$ cat src/rtl/ysyx_22040088_mcctrl.sv
// Multi-cycle control sequencer for the NPC core: steps each instruction through
// IF/ID/EX/MEM/WB, handshakes with IFU, LSU and mul/div, and flags halt/illegal.
module ysyx_22040088_mcctrl #(
    parameter int XLEN  = 64,
    parameter bit HAS_M = 1'b1,
    parameter int CNT_W = 64
) (
    input  logic             clk,
    input  logic             rst_n,
    input  logic [31:0]      inst,
    output logic             ifu_req,
    input  logic             ifu_rvalid,
    output logic             ir_we,
    output logic             alu_start,
    input  logic             alu_done,
    output logic             lsu_req,
    input  logic             lsu_done,
    output logic             mem_wen,
    output logic [3:0]       mem_mask,
    output logic [2:0]       sel_rfres,
    output logic             rf_we,
    output logic             pc_we,
    output logic             halt,
    output logic             inv,
    output logic [2:0]       state,
    output logic [CNT_W-1:0] retired
);

    localparam logic [2:0] S_IDLE = 3'd0;
    localparam logic [2:0] S_IF   = 3'd1;
    localparam logic [2:0] S_ID   = 3'd2;
    localparam logic [2:0] S_EX   = 3'd3;
    localparam logic [2:0] S_MEM  = 3'd4;
    localparam logic [2:0] S_WB   = 3'd5;
    localparam logic [2:0] S_HALT = 3'd6;

    localparam logic [6:0] OPC_LOAD   = 7'b0000011;
    localparam logic [6:0] OPC_STORE  = 7'b0100011;
    localparam logic [6:0] OPC_BRANCH = 7'b1100011;
    localparam logic [6:0] OPC_JAL    = 7'b1101111;
    localparam logic [6:0] OPC_JALR   = 7'b1100111;
    localparam logic [6:0] OPC_OPIMM  = 7'b0010011;
    localparam logic [6:0] OPC_OPIMMW = 7'b0011011;
    localparam logic [6:0] OPC_OP     = 7'b0110011;
    localparam logic [6:0] OPC_OPW    = 7'b0111011;
    localparam logic [6:0] OPC_LUI    = 7'b0110111;
    localparam logic [6:0] OPC_AUIPC  = 7'b0010111;
    localparam logic [6:0] OPC_SYSTEM = 7'b1110011;

    localparam logic [31:0] INST_EBREAK = 32'h0010_0073;
    localparam logic [31:0] INST_ECALL  = 32'h0000_0073;
    localparam bit          RV64        = (XLEN == 64);

    logic [2:0]       state_q, state_d;
    logic             halt_q, inv_q, ex_first_q;
    logic [CNT_W-1:0] retired_q;

    logic [6:0] opcode, funct7;
    logic [2:0] funct3;
    logic       is_load, is_store, is_branch, is_muldiv, is_ebreak, illegal;
    logic       shamt_ok;

    assign opcode = inst[6:0];
    assign funct3 = inst[14:12];
    assign funct7 = inst[31:25];

    // RV64 shift immediates carry a 6-bit shamt, so only inst[31:26] is funct6.
    always_comb begin
        shamt_ok = 1'b0;
        if (RV64) begin
            shamt_ok = (funct3 == 3'b001) ? (inst[31:26] == 6'b000000)
                     : ((inst[31:26] == 6'b000000) || (inst[31:26] == 6'b010000));
        end else begin
            shamt_ok = (funct3 == 3'b001) ? (funct7 == 7'b0000000)
                     : ((funct7 == 7'b0000000) || (funct7 == 7'b0100000));
        end
    end

    always_comb begin
        is_load   = 1'b0;
        is_store  = 1'b0;
        is_branch = 1'b0;
        is_muldiv = 1'b0;
        is_ebreak = 1'b0;
        illegal   = 1'b0;
        case (opcode)
            OPC_LOAD: begin
                is_load = 1'b1;
                illegal = (funct3 == 3'b111) ||
                          (!RV64 && ((funct3 == 3'b011) || (funct3 == 3'b110)));
            end
            OPC_STORE: begin
                is_store = 1'b1;
                illegal  = funct3[2] || (!RV64 && (funct3 == 3'b011));
            end
            OPC_BRANCH: begin
                is_branch = 1'b1;
                illegal   = (funct3 == 3'b010) || (funct3 == 3'b011);
            end
            OPC_JAL, OPC_LUI, OPC_AUIPC: illegal = 1'b0;
            OPC_JALR: illegal = (funct3 != 3'b000);
            OPC_OPIMM: begin
                if ((funct3 == 3'b001) || (funct3 == 3'b101)) illegal = !shamt_ok;
            end
            OPC_OPIMMW: begin
                if (!RV64) illegal = 1'b1;
                else if (funct3 == 3'b001) illegal = (funct7 != 7'b0000000);
                else if (funct3 == 3'b101)
                    illegal = !((funct7 == 7'b0000000) || (funct7 == 7'b0100000));
                else illegal = (funct3 != 3'b000);
            end
            OPC_OP: begin
                case (funct7)
                    7'b0000000: illegal = 1'b0;
                    7'b0100000: illegal = !((funct3 == 3'b000) || (funct3 == 3'b101));
                    7'b0000001: begin
                        is_muldiv = HAS_M;
                        illegal   = !HAS_M;
                    end
                    default:    illegal = 1'b1;
                endcase
            end
            OPC_OPW: begin
                if (!RV64) illegal = 1'b1;
                else begin
                    case (funct7)
                        7'b0000000: illegal = !((funct3 == 3'b000) || (funct3 == 3'b001) ||
                                                (funct3 == 3'b101));
                        7'b0100000: illegal = !((funct3 == 3'b000) || (funct3 == 3'b101));
                        7'b0000001: begin
                            is_muldiv = HAS_M && (funct3 != 3'b001) && (funct3 != 3'b010) &&
                                        (funct3 != 3'b011);
                            illegal   = !is_muldiv;
                        end
                        default:    illegal = 1'b1;
                    endcase
                end
            end
            OPC_SYSTEM: begin
                if (inst == INST_EBREAK)     is_ebreak = 1'b1;
                else if (funct3 == 3'b000)   illegal   = (inst != INST_ECALL);
                else                         illegal   = (funct3 == 3'b100);
            end
            default: illegal = 1'b1;
        endcase
    end

    always_ff @(posedge clk or negedge rst_n) begin
        if (!rst_n) begin
            state_q    <= S_IDLE;
            halt_q     <= 1'b0;
            inv_q      <= 1'b0;
            ex_first_q <= 1'b0;
            retired_q  <= '0;
        end else begin
            state_q    <= state_d;
            ex_first_q <= (state_q == S_ID);
            if (state_q == S_ID && (is_ebreak || illegal)) halt_q <= 1'b1;
            if (state_q == S_ID && illegal)                inv_q  <= 1'b1;
            if (state_q == S_WB) retired_q <= retired_q + {{(CNT_W-1){1'b0}}, 1'b1};
        end
    end

    always_comb begin
        state_d = state_q;
        case (state_q)
            S_IDLE: state_d = S_IF;
            S_IF:   if (ifu_rvalid) state_d = S_ID;
            S_ID:   state_d = (is_ebreak || illegal) ? S_HALT : S_EX;
            S_EX: begin
                if (!is_muldiv || alu_done)
                    state_d = (is_load || is_store) ? S_MEM : S_WB;
            end
            S_MEM:  if (lsu_done) state_d = S_WB;
            S_WB:   state_d = S_IF;
            S_HALT: state_d = S_HALT;
            default: state_d = S_IDLE;
        endcase
    end

    // Everything below is Moore except ir_we, which acknowledges the fetch in-cycle.
    always_comb begin
        ifu_req   = 1'b0;
        ir_we     = 1'b0;
        alu_start = 1'b0;
        lsu_req   = 1'b0;
        mem_wen   = 1'b0;
        mem_mask  = 4'b0000;
        sel_rfres = 3'b001;
        rf_we     = 1'b0;
        pc_we     = 1'b0;
        case (state_q)
            S_IF: begin
                ifu_req = 1'b1;
                ir_we   = ifu_rvalid;
            end
            S_EX: alu_start = ex_first_q && is_muldiv;
            S_MEM: begin
                lsu_req = 1'b1;
                mem_wen = is_store;
                case (funct3[1:0])
                    2'b00:   mem_mask = 4'b1000;
                    2'b01:   mem_mask = 4'b0100;
                    2'b10:   mem_mask = 4'b0010;
                    default: mem_mask = 4'b0001;
                endcase
            end
            S_WB: begin
                pc_we = 1'b1;
                rf_we = !(is_store || is_branch);
            end
            default: ;
        endcase
        if ((state_q == S_MEM || state_q == S_WB) && is_load)
            sel_rfres = funct3[2] ? 3'b100 : 3'b010;
    end

    assign state   = state_q;
    assign halt    = halt_q;
    assign inv     = inv_q;
    assign retired = retired_q;

endmodule

$ cat config.mk
export PLATFORM = sky130hd
export DESIGN_NAME = ysyx_22040088_mcctrl
export DESIGN_NICKNAME = d
export VERILOG_FILES = /design/src/rtl/ysyx_22040088_mcctrl.sv
export SDC_FILE = /design/constraint.sdc
export NUM_CORES = 1
export LEC_CHECK = 0
export ABC_AREA = 1
export BUFFER_PORTS_ARGS = -buffer_cell sky130_fd_sc_hd__buf_2
export CAP_MARGIN = 20
export CORE_MARGIN = 2
export CORE_UTILIZATION = 45
export CTS_CLUSTER_DIAMETER = 30
export DETAILED_ROUTE_END_ITERATION = 8
export PLACE_DENSITY = 0.7
export SYNTH_ARGS = -nofsm -noshare
export SYNTH_HDL_FRONTEND = slang
export SYNTH_SLANG_ARGS = --single-unit
$ cat constraint.sdc
create_clock -name clk -period 2.1 [get_ports clk]
set_clock_uncertainty 0.05 [all_clocks]
set_input_delay 0.21 -clock clk [delete_from_list [all_inputs] [get_ports clk]]
set_output_delay 0.21 -clock clk [all_outputs]
set_load 0.02 [all_outputs]
==> impl_results.html <==
<table>
<tr><th>Metric</th><th>Value</th></tr>
<tr><th colspan="2">Pwr</th></tr>
<tr><td>Pwr Total</td><td>3.622 mW</td></tr>
<tr><td>Switching power as a share of total power</td><td>0.3271</td></tr>
<tr><td>Power density over the cells</td><td>624.3 mW/mm2</td></tr>
<tr><td>Worst vdd ir</td><td>0.3677 mV</td></tr>
<tr><td>Proportion of power drawn by combinational gates</td><td>0.236</td></tr>
<tr><td>Static power due to leakage</td><td>2.971 nW</td></tr>
<tr><td>Net Switching</td><td>1.185 mW</td></tr>
<tr><td>Part of the power in registers</td><td>0.416</td></tr>
<tr><td>Internal Pwr Total</td><td>2.437 mW</td></tr>
<tr><td>Relative contribution of the clock network to total power</td><td>0.348</td></tr>
<tr><th colspan="2">Route</th></tr>
<tr><td>Routed wire per std cell</td><td>14.01 um</td></tr>
<tr><td>Number of antenna-violating nets in the routed design</td><td>0</td></tr>
<tr><td>Via total after detailed routing</td><td>4684</td></tr>
<tr><td>Detailed-route wire length</td><td>12840 um</td></tr>
<tr><td>DRC violation count after routing</td><td>0</td></tr>
<tr><td>1st-iter DRT viols</td><td>300</td></tr>
<tr><td>Length of the first detailed-routing pass in iterations</td><td>5</td></tr>
<tr><td>Via-to-Cell Ratio</td><td>5.114</td></tr>
<tr><th colspan="2">Synth</th></tr>
<tr><td>Number of distinct library cell variants in the gate-level netlist after synthesis</td><td>38</td></tr>
<tr><td>Share of async-settable or async-resettable flops after synthesis</td><td>1.000</td></tr>
<tr><td>Most area-consuming cells after synthesis</td><td>dfrtp_1 38%, nand2_1 11%, nor2_1 8.4%</td></tr>
<tr><td>Predominant post-synthesis flop cell</td><td>dfrtp_1</td></tr>
<tr><td>Count of state elements after synthesis</td><td>70</td></tr>
<tr><td>Area fraction of the dominant cell type after synthesis</td><td>0.3761</td></tr>
<tr><td>Number of synthesized flops with an enable pin</td><td>0</td></tr>
<tr><td>Syn Inst Count</td><td>634</td></tr>
<tr><td>Sequential-to-total area share from yosys stat</td><td>0.3761</td></tr>
<tr><td>Post-Syn Nets</td><td>672</td></tr>
<tr><td>Area of the mapped netlist</td><td>0.004657 mm2</td></tr>
<tr><td>Largest area contributor in the synthesized netlist</td><td>dfrtp_1</td></tr>
<tr><td>Average cell area after synthesis</td><td>7.345 um2</td></tr>
<tr><td>Ys Warns</td><td>0</td></tr>
<tr><th colspan="2">Worst setup path</th></tr>
<tr><td>Register-to-Register Path Depth</td><td>10</td></tr>
<tr><td>CP cell instances</td><td>ha_2 &gt; nand2_4 &gt; nor2_4 &gt; nand3_2 &gt; nor3_2 &gt; nand3_1 &gt; nor3_4 &gt; buf_4 &gt; nand2_1 &gt; xor2_1</td></tr>
<tr><td>Worst flop-to-flop path endpoint</td><td>retired[38]</td></tr>
<tr><td>Beginning of the worst register-to-register path</td><td>retired[1]</td></tr>
<tr><td>CP Launch Type</td><td>flop</td></tr>
<tr><td>Required time reported for the critical path endpoint</td><td>2.29 ns</td></tr>
<tr><td>Worst setup slack for register-to-register paths</td><td>0.08 ns</td></tr>
<tr><td>Max Fanout on Critical Path</td><td>4</td></tr>
<tr><td>Biggest cell delay along the critical path</td><td>0.43 ns</td></tr>
<tr><td>Setup CP Type</td><td>reg2reg</td></tr>
<tr><td>Worst path slowest cell</td><td>dfrtp_1</td></tr>
<tr><td>Type of destination of the critical path</td><td>flop</td></tr>
<tr><td>Arrival time reported for the critical path endpoint</td><td>2.22 ns</td></tr>
<tr><th colspan="2">Cells and area</th></tr>
<tr><td>Flip-flop and latch area</td><td>0.001754 mm2</td></tr>
<tr><td>Share of final-layout standard cells stronger than drive strength 1</td><td>0.2551</td></tr>
<tr><td>Multi-input gate area in the final layout</td><td>0.002603 mm2</td></tr>
<tr><td>Synthesis-to-finish area growth</td><td>24.58%</td></tr>
<tr><td>Fillers</td><td>1000</td></tr>
<tr><td>Antenna cell count</td><td>0</td></tr>
<tr><td>Final nets</td><td>813</td></tr>
<tr><td>Final cell utilization of the core</td><td>0.5697</td></tr>
<tr><td>Post-route design area</td><td>0.005802 mm2</td></tr>
<tr><th colspan="2">Floorplanning</th></tr>
<tr><td>Num ports</td><td>120</td></tr>
<tr><td>Row Count</td><td>37</td></tr>
<tr><td>Y dimension of the die</td><td>105.7 um</td></tr>
<tr><td>Die Outline Area</td><td>0.01118 mm2</td></tr>
<tr><td>Die width</td><td>105.7 um</td></tr>
<tr><td>Core region area</td><td>0.01018 mm2</td></tr>
<tr><td>Initial Utilization</td><td>0.4572</td></tr>
<tr><th colspan="2">Global route</th></tr>
<tr><td>First-pass GRT wire length</td><td>21110 um</td></tr>
<tr><td>Global Route Usage Sum</td><td>0.2345</td></tr>
<tr><td>Vias in the first global route</td><td>4478</td></tr>
<tr><td>Number of antenna violations at the first check in global routing</td><td>0</td></tr>
<tr><td>Remaining global-route overflow</td><td>0</td></tr>
<tr><td>Pin count of the biggest net entering global routing</td><td>71</td></tr>
<tr><th colspan="2">Timing</th></tr>
<tr><td>Min cycle time layout</td><td>2.024 ns</td></tr>
<tr><td>Fin. Hold Viols</td><td>0</td></tr>
<tr><td>Worst-case headroom to the max-slew limit</td><td>0.6470</td></tr>
<tr><td>Number of max-slew violations in the final report</td><td>0</td></tr>
<tr><td>Endpoints failing setup</td><td>0</td></tr>
<tr><td>Worst Max-Slew Pin Slew</td><td>0.5247 ns</td></tr>
<tr><td>Minimum setup slack in the final design</td><td>0.07582 ns</td></tr>
<tr><td>Post-route clock period utilization</td><td>0.9639</td></tr>
<tr><td>Highest attainable clock frequency</td><td>494.0 MHz</td></tr>
<tr><th colspan="2">Clocking</th></tr>
<tr><td>Max Buffers Root-to-Sink</td><td>2</td></tr>
<tr><td>Buffer cell driving the clock tree root</td><td>clkbuf_8</td></tr>
<tr><td>H-Tree Level Count</td><td>3</td></tr>
<tr><td>Total CTS buffers</td><td>9</td></tr>
<tr><td>Num Clock Sinks</td><td>70</td></tr>
<tr><td>Clock tree from TritonCTS</td><td>yes</td></tr>
<tr><td>Clock transition time at the flip-flop clock pins of the worst setup and hold paths</td><td>0.08 ns</td></tr>
<tr><td>Later-pin clock latency in the skew report</td><td>0.35 ns</td></tr>
<tr><th colspan="2">Hold path</th></tr>
<tr><td>Hold path endpoint</td><td>state[2]</td></tr>
<tr><td>Classification of the worst-slack hold path</td><td>in2reg</td></tr>
<tr><td>Worst hold path stage count</td><td>3</td></tr>
<tr><td>Worst Hold Launch</td><td>lsu_done</td></tr>
<tr><th colspan="2">Placed design</th></tr>
<tr><td>Gp weighted congestion</td><td>0.9230</td></tr>
<tr><td>Post-placement setup slack</td><td>0.008687 ns</td></tr>
<tr><td>Port Buffer Count</td><td>119</td></tr>
<tr><td>Post-detailed-placement cell area</td><td>0.005499 mm2</td></tr>
<tr><td>Total half-perimeter wirelength after legalization and detailed placement</td><td>10190 um</td></tr>
<tr><th colspan="2">Status</th></tr>
<tr><td>Outcome</td><td>completed</td></tr>
<tr><th colspan="2">Flow run</th></tr>
<tr><td>Number of maximum-capacitance constraint violations</td><td>0</td></tr>
</table>
-- Yosys cell counts (4+ instances only) --
| library cell | n |
|---|---|
| nor2_2 | 10 |
| nand3_2 | 6 |
| o21ai_1 | 4 |
| nor2_1 | 104 |
| xor2_1 | 39 |
| nor3_1 | 26 |
| nor3_2 | 5 |
| nand3_1 | 50 |
| a21oi_1 | 5 |
| nand2_1 | 137 |
| nor4_1 | 6 |
| inv_1 | 84 |
| xnor2_1 | 21 |
| nand2_2 | 4 |
| dfrtp_1 | 70 |
| o21ai_0 | 9 |
| nand4_1 | 23 |
| nor2_4 | 7 |
-- per-stage QoR --
| step | hold slack, ns | setup TNS [ns] | cells |
|---|---|---|---|
| after floorplan | -0.1356 | 0 | 634 |
| after global placement | 0.2159 | 0 | 896 |
| after detailed placement | 0.2186 | 0 | 896 |
| after CTS | 0.08563 | 0 | 913 |
| after global routing | 0.1128 | -0.04388 | 916 |
| final | 0.08911 | 0 | 916 |
-- area by class of cell --
| type | count | share of cell area |
|---|---|---|
| clock buffers | 11 | 0.02609 |
| clock inverters | 5 | 0.01402 |
| inverters | 87 | 0.05629 |
| multi-input cells | 474 | 0.4486 |
| flip-flops and latches | 70 | 0.3024 |
| well taps | 136 | 0.02933 |
| repair buffers | 133 | 0.1234 |
-- metal layers --
metal	vias up	routed length, um	GRT usage
li1	2308	-	-
met1	2168	5738	0.3190
met2	189	6027	0.3811
met3	19	847	0.03711
met4	0	224	0.07895
met5	-	0	0
-- critical path, delay by kind of cell, from the launching register on --
kind	cells	cell delay (ns)
simple gates	7	0.91
flops	1	0.43
fa+ha+maj	1	0.24
buf+inv	1	0.16
xor+xnor	1	0.14
-- state kept, by name, summed over array words and instances, names as in the netlist --
name,count
inv,1
halt,1
state,3
retired,64
ex_first_q,1
-- worst max path at each step --
stage / cells after the start / to / slack [ns] / startpoint
2_1_floorplan: 4 / mem_wen / 0.17 / state[0]
3_3_place_gp: 10 / retired[54] / 0.02 / retired[1]
3_5_place_dp: 10 / retired[54] / 0.009 / retired[0]
4_1_cts: 10 / retired[54] / 0.0008 / retired[0]
5_1_grt: 10 / retired[48] / -0.02 / retired[1]
6_report: 10 / retired[38] / 0.08 / retired[1]
-- power by group through the flow --
stage	Sequential (mW)	Combinational, mW	Clock [mW]
5_1_grt	1.52	0.951	1.34
3_3_place_gp	1.53	0.833	0
4_1_cts	1.50	0.856	1.28
3_5_place_dp	1.52	0.850	0
6_report	1.51	0.855	1.26
2_1_floorplan	1.60	0.447	0
-- placed cells by master (no fill, tap or decap), types with 12 or more instances in the layout --
| cell | n |
|---|---|
| buf_2 | 119 |
| buf_4 | 12 |
| nand4_1 | 23 |
| inv_1 | 84 |
| nand2_1 | 137 |
| xor2_1 | 39 |
| nor2_2 | 12 |
| dfrtp_1 | 68 |
| nand3_1 | 49 |
| nor3_1 | 25 |
| xnor2_1 | 21 |
| nor2_1 | 101 |
-- what timing repair did --
action                                  in CTS  in global routing
buffers inserted                             0                  3
gates resized for setup                      0                 10
hold endpoints to repair                    70                  0
endpoints found under the setup margin       0                  7
hold buffers                                 1                  0
-- cells by family after synthesis --
kind of cell / count (synthesis) / share of synthesized area
AO/OA/AOI/OAI: 22 / 0.02579
AND/OR/NAND/NOR: 391 / 0.4089
buffers and inverters: 90 / 0.07361
flip-flops: 70 / 0.3761
XOR/XNOR: 60 / 0.1128
adder cells (fa/ha/maj): 1 / 0.002686
Power figures use the tool's default switching activity.
